## src/rtl/siso_tx_scheduler_pkg.sv

```systemverilog
// ---------------------------------------------------------------------------
// siso_tx_scheduler_pkg
//   Shared definitions for the serial transmit scheduler:
//   - state_t : FSM state encoding (IDLE=0, SHIFT=1, GAP=2)
//   - clog2   : ceiling log2, used to size counters and index fields
// ---------------------------------------------------------------------------
package siso_tx_scheduler_pkg;

    typedef enum logic [1:0] {
        ST_IDLE  = 2'd0,
        ST_SHIFT = 2'd1,
        ST_GAP   = 2'd2
    } state_t;

    // Ceiling log2; clog2(1) = 0, clog2(2) = 1, clog2(8) = 3.
    function automatic int clog2(input int value);
        int result;
        int v;
        result = 0;
        v      = value - 1;
        while (v > 0) begin
            result = result + 1;
            v      = v >> 1;
        end
        return result;
    endfunction

endpackage

```

## src/rtl/siso_tx_scheduler_rr_arbiter.sv

```systemverilog
// ---------------------------------------------------------------------------
// rr_arbiter
//   Purely combinational round-robin arbiter. Searches req starting at ptr,
//   then ptr+1, ... wrapping modulo N_REQ; the first set bit wins.
// Ports
//   req   in   N_REQ         request vector
//   ptr   in   clog2(N_REQ)  highest-priority index for this search
//   grant out  N_REQ         one-hot grant (all zero when no request)
//   idx   out  clog2(N_REQ)  encoded index of the granted requester
//   any   out  1             at least one request present
// ---------------------------------------------------------------------------
module rr_arbiter
    import siso_tx_scheduler_pkg::*;
#(
    parameter int N_REQ = 2
) (
    input  logic [N_REQ-1:0]        req,
    input  logic [clog2(N_REQ)-1:0] ptr,
    output logic [N_REQ-1:0]        grant,
    output logic [clog2(N_REQ)-1:0] idx,
    output logic                    any
);

    localparam int IDX_W = clog2(N_REQ);

    always_comb begin
        // NOTE: every output gets a default before the search loop, so no
        // path leaves a value unassigned and no latch is inferred.
        grant = '0;
        idx   = '0;
        any   = 1'b0;
        for (int k = 0; k < N_REQ; k++) begin
            if (!any && req[(int'(ptr) + k) % N_REQ]) begin
                any                               = 1'b1;
                grant[(int'(ptr) + k) % N_REQ]    = 1'b1;
                idx                               = IDX_W'((int'(ptr) + k) % N_REQ);
            end
        end
    end

endmodule

```

## src/rtl/siso_tx_scheduler.sv

```systemverilog
// ---------------------------------------------------------------------------
// siso_tx_scheduler
//   Shares one serial shift path between N_REQ parallel-word requesters.
//   A round-robin winner is offered req_ready while idle; on handshake its
//   word is captured and shifted out MSB-first, one bit per clock, followed
//   by a one-cycle done pulse and GAP forced idle cycles.
// Ports
//   clk           in   1              rising-edge clock
//   rst_n         in   1              asynchronous active-low reset
//   req_valid     in   N_REQ          requester i has a word pending
//   req_data      in   N_REQ*DATA_W   word i = req_data[i*DATA_W +: DATA_W]
//   req_ready     out  N_REQ          one-hot grant while idle
//   serial_out    out  1              serial bit stream, MSB first
//   frame_active  out  1              high while a data bit is on serial_out
//   grant_id      out  clog2(N_REQ)   owner of the current/last frame
//   done          out  1              one-cycle pulse after a frame's last bit
// ---------------------------------------------------------------------------
module siso_tx_scheduler
    import siso_tx_scheduler_pkg::*;
#(
    parameter int N_REQ  = 2,
    parameter int DATA_W = 8,
    parameter int GAP    = 1
) (
    input  logic                      clk,
    input  logic                      rst_n,
    input  logic [N_REQ-1:0]          req_valid,
    input  logic [N_REQ*DATA_W-1:0]   req_data,
    output logic [N_REQ-1:0]          req_ready,
    output logic                      serial_out,
    output logic                      frame_active,
    output logic [clog2(N_REQ)-1:0]   grant_id,
    output logic                      done
);

    localparam int PTR_W = clog2(N_REQ);
    localparam int CNT_W = clog2(DATA_W);
    localparam int GAP_W = (GAP > 0) ? clog2(GAP + 1) : 1;

    state_t              r_state;
    logic [DATA_W-1:0]   r_shift;
    logic [CNT_W-1:0]    r_bit_cnt;
    logic [GAP_W-1:0]    r_gap_cnt;
    logic [PTR_W-1:0]    r_ptr;
    logic [PTR_W-1:0]    r_grant_id;
    logic                r_frame;
    logic                r_done;

    logic [N_REQ-1:0]    w_grant;
    logic [PTR_W-1:0]    w_idx;
    logic                w_any;
    logic [DATA_W-1:0]   w_word;

    rr_arbiter #(
        .N_REQ (N_REQ)
    ) u_arb (
        .req   (req_valid),
        .ptr   (r_ptr),
        .grant (w_grant),
        .idx   (w_idx),
        .any   (w_any)
    );

    assign w_word = req_data[int'(w_idx) * DATA_W +: DATA_W];

    // Ready is offered only while idle; gating with rst_n keeps it low for
    // the whole time reset is asserted, even though the state reads IDLE.
    assign req_ready = (r_state == ST_IDLE && rst_n) ? w_grant : '0;

    // The shift register drains to all zeros by the end of a frame and is
    // only loaded on the edge that enters SHIFT, so its MSB is 0 elsewhere.
    assign serial_out   = r_shift[DATA_W-1];
    assign frame_active = r_frame;
    assign grant_id     = r_grant_id;
    assign done         = r_done;

    // NOTE: all state is updated with non-blocking assignments so every
    // register samples pre-edge values, independent of statement order.
    always_ff @(posedge clk or negedge rst_n) begin
        if (!rst_n) begin
            r_state    <= ST_IDLE;
            r_shift    <= '0;
            r_bit_cnt  <= '0;
            r_gap_cnt  <= '0;
            r_ptr      <= '0;
            r_grant_id <= '0;
            r_frame    <= 1'b0;
            r_done     <= 1'b0;
        end else begin
            r_done <= 1'b0;
            case (r_state)
                ST_IDLE: begin
                    // Any valid request means the winner sees ready this cycle.
                    if (w_any) begin
                        r_shift    <= w_word;
                        r_bit_cnt  <= CNT_W'(DATA_W - 1);
                        r_grant_id <= w_idx;
                        r_ptr      <= (w_idx == PTR_W'(N_REQ - 1)) ? '0 : w_idx + 1'b1;
                        r_frame    <= 1'b1;
                        r_state    <= ST_SHIFT;
                    end
                end
                ST_SHIFT: begin
                    r_shift   <= {r_shift[DATA_W-2:0], 1'b0};
                    r_bit_cnt <= r_bit_cnt - 1'b1;
                    if (r_bit_cnt == '0) begin
                        r_frame <= 1'b0;
                        r_done  <= 1'b1;
                        // The done cycle doubles as the first gap cycle; with
                        // no gap, the done cycle is already idle and may accept
                        // the next word.
                        if (GAP > 0) begin
                            r_state   <= ST_GAP;
                            r_gap_cnt <= GAP_W'(GAP - 1);
                        end else begin
                            r_state <= ST_IDLE;
                        end
                    end
                end
                ST_GAP: begin
                    if (r_gap_cnt == '0) r_state   <= ST_IDLE;
                    else                 r_gap_cnt <= r_gap_cnt - 1'b1;
                end
                default: r_state <= ST_IDLE;
            endcase
        end
    end

endmodule
```

## config.mk

```make
export PLATFORM = sky130hd
export DESIGN_NAME = siso_tx_scheduler
export DESIGN_NICKNAME = d
export VERILOG_FILES = /design/src/rtl/siso_tx_scheduler_pkg.sv /design/src/rtl/siso_tx_scheduler_rr_arbiter.sv /design/src/rtl/siso_tx_scheduler.sv
export SDC_FILE = /design/constraint.sdc
export NUM_CORES = 1
export LEC_CHECK = 0
export ABC_AREA = 1
export BUFFER_PORTS_ARGS = -buffer_cell sky130_fd_sc_hd__buf_2
export CORE_MARGIN = 1
export CORE_UTILIZATION = 49
export DETAILED_ROUTE_END_ITERATION = 7
export GPL_TIMING_DRIVEN = 0
export PLACE_DENSITY = 0.73
export SLEW_MARGIN = 25
export SYNTH_ARGS = -nofsm -noshare
export SYNTH_HDL_FRONTEND = slang
export SYNTH_HIERARCHICAL = 1
export SYNTH_SLANG_ARGS = --single-unit
```

## constraint.sdc

```tcl
create_clock -name clk -period 1.2 [get_ports clk]
set_input_delay 0.12 -clock clk [delete_from_list [all_inputs] [get_ports clk]]
set_output_delay 0.12 -clock clk [all_outputs]
set_load 0.1 [all_outputs]
```

==> reports/metrics.cfg, run 1 <==
[outcome]
status=finished with violations
failed_checks=design-rule violations, negative setup slack

[die]
ioPinCount=26
core_area_um2=1580
rows=14
die_h_um=44.1
start_util_pct=55.0
die_w_um=44.1
dieArea_um2=1940

[logic_synthesis]
synthCells=121
synth_top_cell_area_share_pct=49.1
synth_area_um2=867
ys_ff_latch=17
ys_top_cells_by_area=dfrtp_1, nand2_1, nand3_1, inv_1, ha_1
syn-num-nets=143
ys_warn_count=6
syn_avg_cell_area_um2=7.17
synth_cell_types=13
synth_area_leader_cell=dfrtp_1
ys_seq_area_share_pct=49.1

[setup_path]
r2r_cells=8
worstPathArrival_ns=1.27
crit_fanout=3
worst-setup-path-type=reg -> out
end_kind=primary output
critPathSlowestCell=dfrtp_1
worstReg2RegEnd=r_shift[6]$_DFFE_PN0P_
cp_top_family=flip-flops
path_buf_inv=2
r2r-start=r_ptr$_DFFE_PN0P_
regToRegSetupSlack_ns=-0.02
worst_ep_required_time_ns=1.08
cpPeakStageDelay_ns=0.44
startpoint_type=flop
timing.critical_path.cells=a21oi_2, inv_1, nor2_4, buf_12

[drt]
drc=3
ant_nets=0
drt_iter0_drc=15
via_per_inst=5.04
wl_per_cell_um=11.0
wl_um=1880
vias=861
drt-pass1-iter-count=8

[timing]
max_slew.worst_pin.slew_ns=0.752
slew_violations=0
post-route-period-util_pct=116
fmax_mhz=718
rsz0062_at_grt=true
fin_ws_ns=-0.193
setup_viol=7
fin_skew_ns=0.000637
period_minus_slack_ns=1.39
slew_headroom_pct=49.7
final_hold_viol_count=0

[layout]
fill_cells=114
fin_util_pct=75.0
layoutNonFillerInstCount=171
final_common_cell=nand2_1
fin_nets=178
postLayoutCellArea_um2=1180
mostFrequentLayoutCells=nand2_1, buf_2, dfrtp_1
drive_gt1_share_pct=32.3
antennaDiodeCount=0
syn2layout_area_growth_pct=36.4

[cts]
cts.sinks=17
h-tree-depth=1
cts_buffers=3
clk_latency_ns=0.29
cts_buffer_depth=2
cts_root_buf=clkbuf_4
clkSlewWorstSetupHoldPaths_ns=0.10
cts_tree=built

[placed_design]
gp_congestion=0.761
dpl_cell_area_um2=1030
port_buffers=25
hpwlAfterDp_um=1270
dp.cells=162

[grt]
grt_max_degree=18
grt_pass1_wl_um=3130
first_global_vias=754
antenna_found_initial=0
overflow=0
grt_util_all_layers_pct=22.4

[worst_hold_path]
worstHoldEndpoint=r_shift[0]$_DFFE_PN0P_
min-delay-start=req_data[0]
holdPathStages=5
min_path_type=in -> reg

[power]
powerDensity_nw_per_um2=2230
ir_worst_vdd_mv=1.29
leakagePower_nw=0.663

[job]
maxCapViolations=0

cell families after synthesis:
group	Yosys count	synth area share (%)
AOI/OAI and AO/OA	9	5.63
buffers and inverters	15	6.64
DFF	17	49.1
and+or+nand+nor	78	35.8
adders and majority gates	2	2.89
routing by layer:
layer	part of all wire, %	vias to the layer above	global-route usage (%)
met5	0	-	0
met4	1.4	0	9.09
met3	4.4	4	3.67
met2	50	25	38.8
met1	44	394	27.9
li1	-	438	-
tightest hold or removal path, stage by stage:
cell	delay, ns
buf_2	0.07
nand2_1	0.05
nand2_1	0.05
nand2_1	0.04
nand2_1	0.04
state kept, by name (all words and copies together) (netlist names):
register,count
r_ptr,1
r_shift,8
frame_active,1
r_bit_cnt,3
grant_id,1
done,1
r_state,2
where the power goes:
part | switching (mW) | total [mW] | leakage (nW) | internal, mW
logic | 0.944 | 1.39 | 0.437 | 0.448
clock network | 0.192 | 0.316 | 0.0177 | 0.124
registers | 0.131 | 0.929 | 0.208 | 0.797
total | 1.27 | 2.64 | 0.663 | 1.37
timing repair:
action                                  4_1_cts  5_1_grt
endpoints found under the setup margin       13       10
hold endpoints to repair                     17        0
setup buffers                                 4        0
pin swaps                                     1        3
hold buffers                                  1        0
gates resized for setup                      17        5
worst max path at each step:
stage / start / endpoint / slack [ns] / cells after the start
4_1_cts: r_ptr$_DFFE_PN0P_ / req_ready[1] / -0.17 / 5
2_1_floorplan: r_state[0]$_DFFE_PN0P_ / req_ready[0] / -0.05 / 3
3_3_place_gp: rst_n / req_ready[0] / -0.11 / 4
6_report: r_ptr$_DFFE_PN0P_ / req_ready[0] / -0.19 / 4
3_5_place_dp: rst_n / req_ready[0] / -0.12 / 4
5_1_grt: r_ptr$_DFFE_PN0P_ / req_ready[0] / -0.23 / 4
cell type report:
| type | count | area (µm²) | area share [%] |
|---|---|---|---|
| multi-input cells | 89 | 429 | 36.3 |
| flip-flops and latches | 17 | 428 | 36.2 |
| plain buffers | 1 | 7.51 | 0.635 |
| repair buffers | 30 | 215 | 18.2 |
| clock buffers | 3 | 22.5 | 1.90 |
| inverters | 14 | 55.1 | 4.66 |
| clock inverters | 1 | 5.00 | 0.423 |
| well taps | 16 | 20.0 | 1.69 |
metrics by stage:
step / worst slack (ns) / power (mW) / hold WS (ns) / setup TNS [ns]
floorplan: -0.0544 / 1.87 / -0.176 / -0.0858
global placement: -0.105 / 2.08 / 0.0724 / -0.203
detailed placement: -0.117 / 2.11 / 0.0728 / -0.425
CTS: -0.172 / 2.60 / 0.112 / -0.330
global route: -0.232 / 2.83 / 0.148 / -1.07
finish: -0.193 / 2.64 / 0.112 / -0.422
Yosys cell counts:
master / count
nor2_2: 1
inv_1: 11
dfrtp_1: 17
nand2_2: 1
inv_2: 3
nor2_1: 6
o21ai_0: 4
a21oi_1: 4
nand2_1: 60
ha_1: 2
nand3_1: 10
o21ai_2: 1
buf_2: 1
No activity file was read; power rests on OpenSTA's default activity.
==> run 2: changes to the inputs <==
RECOVER_POWER = 50   (was unset)
==> run 2 against run 1 <==
The run still ends with design-rule violations, negative setup slack left. Final cell count is the same. Global-route usage is the same. Non-clock buffer count is the same. Die area is the same. Core utilization shrank 0.16 points. Via count grew 0.81%. Register-to-register slack is essentially flat. Clock-buffer cell count is the same. Combinational power is essentially flat.
==> reports/metrics.cfg, run 2 (synthesis gave the netlist of run 1 again) <==
[placed_design]
dpl_cell_area_um2=1030
gp_congestion=0.761
dp.cells=162
pre_cts_ws_ns=-0.117
port_buffers=25
hpwlAfterDp_um=1270

[power]
switching_share_pct=48.1
p_sw_mw=1.27
powerDensity_nw_per_um2=2230
p_seq_share_pct=35.3
power.total_mw=2.63
clockPowerShare_pct=12.1
combPwrFrac_pct=52.7
internal_power_mw=1.36
ir_worst_vdd_mv=1.29
leakagePower_nw=0.663

[layout]
syn2layout_area_growth_pct=36.1
regArea_um2=428
multi_input_area_um2=427
fin_nets=178
largest_reg_flops=8
layoutNonFillerInstCount=171
mostFrequentLayoutCells=nand2_1, buf_2, dfrtp_1
fill_cells=115
drive_gt1_share_pct=31.6
postLayoutCellArea_um2=1180
regMostFlops=r_shift
antennaDiodeCount=0
reg_top3=r_shift x8, r_bit_cnt x3, r_state x2
final_common_cell=nand2_1

[die]
rows=14
core_area_um2=1580
die_w_um=44.1
dieArea_um2=1940
ioPinCount=26
start_util_pct=55.0
die_h_um=44.1

[drt]
wl_per_cell_um=11.0
drt_iter0_drc=18
ant_nets=0
via_per_inst=5.08
vias=868
drc=4
wl_um=1880
drt-pass1-iter-count=8

[grt]
antenna_found_initial=0
grt_max_degree=18
grt_util_all_layers_pct=22.4
first_global_vias=754
grt_pass1_wl_um=3130
overflow=0

[setup_path]
worstReg2RegEnd=r_shift[6]$_DFFE_PN0P_
r2r_cells=8
startpoint_type=flop
worstPathArrival_ns=1.28
crit_fanout=3
regToRegSetupSlack_ns=-0.03
end_kind=primary output
worst_ep_required_time_ns=1.08
r2r-start=r_ptr$_DFFE_PN0P_
worst-setup-path-type=reg -> out

[timing]
rsz0062_at_grt=true
fmax_mhz=716
slew_violations=0
fin_skew_ns=0.00135
max_slew.worst_pin.slew_ns=0.752
setup_viol=8
slew_headroom_pct=49.7
fin_ws_ns=-0.196
tns_ns=-0.447
final_hold_viol_count=0
period_minus_slack_ns=1.40
post-route-period-util_pct=116

[worst_hold_path]
worstHoldEndpoint=r_shift[0]$_DFFE_PN0P_
min_path_type=in -> reg
min-delay-start=req_data[0]
holdPathStages=5

[cts]
cts_root_buf=clkbuf_4
h-tree-depth=1
clk_latency_ns=0.29
clkSlewWorstSetupHoldPaths_ns=0.10
cts_buffer_depth=2
cts_buffers=3
cts.sinks=17
cts_tree=built

[outcome]
failed_checks=design-rule violations, negative setup slack
status=finished with violations

[job]
maxCapViolations=0

==> run 2: cell count changes in the layout (fill, tap and decap cells not counted) <==
cell / delta
nand2_1: +1
buf_4: -2
nand2_2: -1
clkbuf_4: +2
==> run 2: how the worst max path moves through the flow <==
stage | to | startpoint | cells after the start | slack (ns)
floorplan | req_ready[0] | r_state[0]$_DFFE_PN0P_ | 3 | -0.05
global placement | req_ready[0] | rst_n | 4 | -0.11
detailed placement | req_ready[0] | rst_n | 4 | -0.12
CTS | req_ready[1] | r_ptr$_DFFE_PN0P_ | 5 | -0.17
global route | req_ready[0] | r_ptr$_DFFE_PN0P_ | 4 | -0.23
finish | req_ready[0] | r_ptr$_DFFE_PN0P_ | 4 | -0.20
==> run 2: final cells by class <==
| class | count | share of cell area [%] |
|---|---|---|
| timing repair buffer | 30 | 18.2 |
| buffer | 1 | 0.636 |
| multi-input combinational | 89 | 36.2 |
| inverter | 14 | 4.67 |
| sequential | 17 | 36.3 |
| tap | 16 | 1.70 |
| clock buffer | 3 | 1.91 |
| clock inverter | 1 | 0.424 |
==> run 2: critical path, cell delays in order, from the launching register on <==
cell and delay (ns):
dfrtp_1 0.44, a21oi_2 0.15, inv_1 0.08, nor2_4 0.13, buf_12 0.18
==> run 2: power by group through the flow <==
stage | Clock (mW) | Sequential (mW) | Combinational, mW
2_1_floorplan | 0 | 1.21 | 0.656
3_3_place_gp | 0 | 0.925 | 1.16
3_5_place_dp | 0 | 0.930 | 1.18
4_1_cts | 0.325 | 0.910 | 1.36
5_1_grt | 0.339 | 0.951 | 1.53
6_report | 0.317 | 0.927 | 1.39
==> run 2: repair_timing <==
action | in CTS | in global routing
gates cloned | 0 | 0
endpoints found under the hold margin | 17 | 0
buffers inserted | 4 | 0
endpoints found under the setup margin | 13 | 10
resized for setup | 17 | 5
pin swaps | 1 | 3
hold buffers | 1 | 0
==> run 2: through the flow <==
step / util [%] / hold slack (ns)
after global placement: 65.6 / 0.0724
after global routing: 74.8 / 0.148
after floorplan: - / -0.176
after CTS: 74.3 / 0.112
final: 74.8 / 0.111
after detailed placement: 65.6 / 0.0728
==> run 2: routing by layer <==
layer	wire length, µm	global-route usage (%)	up-vias
li1	-	-	438
met1	843	27.9	393
met2	913	38.8	31
met3	87	3.67	6
met4	34	9.09	0
met5	0	0	-
==> run 3: changes to the inputs <==
CORE_UTILIZATION = 52   (was 49)
CTS_BUF_LIST = sky130_fd_sc_hd__clkbuf_4 sky130_fd_sc_hd__clkbuf_8   (was unset)
PLACE_DENSITY = 0.76   (was 0.73)
SETUP_SLACK_MARGIN = 0.4   (was unset)
==> run 3 against run 2 <==
The run ends with negative hold slack, negative setup slack left. Sequential power up 8%. Non-clock buffer count up 8. Setup slack worse by 0.11 ns. Sequential share of layout area down 6.3 points. Power up 36%. Wire length up 81%.
==> reports/metrics.cfg, run 3 (synthesis gave the netlist of run 1 again) <==
[outcome]
status=finished with violations
failed_checks=negative hold slack, negative setup slack

[power]
clockPowerShare_pct=10.2
internal_power_mw=1.83
p_sw_mw=1.74
powerDensity_nw_per_um2=2470
p_seq_share_pct=28.1
switching_share_pct=48.8
combPwrFrac_pct=61.7
ir_worst_vdd_mv=1.86
leakagePower_nw=0.754

[drt]
ant_nets=0
drt_iter0_drc=67
drc=0
via_per_inst=5.87
drt-pass1-iter-count=4
wl_per_cell_um=18.8
wl_um=3390
vias=1057

[cts]
h-tree-depth=1
cts_buffers=3
cts_buffer_depth=2
clk_latency_ns=0.31
clkSlewWorstSetupHoldPaths_ns=0.12
cts_tree=built
cts_root_buf=clkbuf_4
cts.sinks=17

[setup_path]
worst-setup-path-type=reg -> out
r2r-start=r_state[0]$_DFFE_PN0P_
crit_fanout=3
end_kind=primary output
r2r_cells=7
worstPathArrival_ns=1.38
startpoint=r_ptr$_DFFE_PN0P_
startpoint_type=flop
worstReg2RegEnd=r_shift[2]$_DFFE_PN0P_
worst_ep_required_time_ns=1.08
regToRegSetupSlack_ns=-0.14

[layout]
largest_reg_flops=8
syn2layout_area_growth_pct=66.2
regMostFlops=r_shift
mostFrequentLayoutCells=nand2_1, buf_2, dfrtp_1
antennaDiodeCount=0
fin_nets=187
final_common_cell=nand2_1
drive_gt1_share_pct=51.2
reg_top3=r_shift x8, r_bit_cnt x3, r_state x2

[grt]
first_global_vias=948
grt_max_degree=19
grt_util_all_layers_pct=30.5
overflow=0
grt_use_met2_pct=50.6
antenna_found_initial=0
use_met1_pct=36.0
busiest_layer=met2
grt_pass1_wl_um=4020
use_met3_pct=4.26

[timing]
setup_viol=14
tns_ns=-1.38
hold_slack_ns=-0.271
post-route-period-util_pct=125
period_minus_slack_ns=1.50
final_hold_viol_count=17
slew_violations=0
fmax_mhz=666
slew_headroom_pct=71.1
max_slew.worst_pin.slew_ns=0.433
rsz0062_at_grt=true
fin_skew_ns=0.00770
fin_ws_ns=-0.302

[placed_design]
pre_cts_ws_ns=-0.124
hpwlAfterDp_um=1290
port_buffers=25
gp_congestion=0.744

[die]
dieArea_um2=1830
die_w_um=42.8
ioPinCount=26
core_area_um2=1520
die_h_um=42.8
rows=14
start_util_pct=56.9

[job]
maxCapViolations=0

[worst_hold_path]
min_path_type=in -> async

==> run 3: through the flow <==
step | cells | power, mW | util [%] | hold WS [ns] | cell area, µm²
6_report | 180 | 3.57 | 94.6 | -0.271 | 1440
5_1_grt | 180 | 3.70 | 94.6 | -0.244 | 1440
4_1_cts | 174 | 3.07 | 87.9 | -0.251 | 1340
3_5_place_dp | 162 | 2.15 | 68.7 | 0.0731 | 1050
3_3_place_gp | 162 | 2.11 | 68.7 | 0.0655 | 1050
2_1_floorplan | 121 | 1.90 | - | -0.176 | 902
==> run 3: metal layers <==
layer	vias up	wire, µm
li1	461	-
met1	481	1260
met2	92	1660
met3	23	318
met4	0	147
met5	-	0
==> run 3: what timing repair did <==
| item | 4_1_cts | 5_1_grt |
|---|---|---|
| endpoints found under the setup margin | 23 | 23 |
| gates cloned | 1 | 1 |
| pin swaps | 8 | 14 |
| endpoints found under the hold margin | 17 | 17 |
| resized for setup | 60 | 16 |
| setup buffers | 7 | 5 |
==> run 3: worst max-delay path by stage <==
stage | to | slack, ns
finish | req_ready[0] | -0.30
global route | req_ready[0] | -0.30
CTS | req_ready[1] | -0.19
floorplan | req_ready[0] | -0.05
detailed placement | req_ready[0] | -0.12
global placement | req_ready[0] | -0.10
==> run 3: power by group through the flow <==
stage               clock network (mW)  registers (mW)  logic, mW
detailed placement                   0           0.940       1.21
floorplan                            0            1.22      0.680
global route                     0.378            1.01       2.31
CTS                              0.338           0.952       1.78
finish                           0.363            1.00       2.20
global placement                     0           0.932       1.18
==> run 3: critical path, cell delays in order (launching register included) <==
cell,delay (ns)
dfrtp_1,0.44
a21oi_1,0.22
inv_1,0.12
nor2_4,0.12
buf_12,0.18
==> run 3: area by class of cell <==
| type | count | area, µm² |
|---|---|---|
| Multi-Input combinational cell | 90 | 522 |
| Sequential cell | 17 | 432 |
| Timing Repair Buffer | 38 | 352 |
| Fill cell | 48 | 82.6 |
| Inverter | 14 | 75.1 |
| Clock buffer | 4 | 30.0 |
| Tap cell | 16 | 20.0 |
| Buffer | 1 | 11.3 |
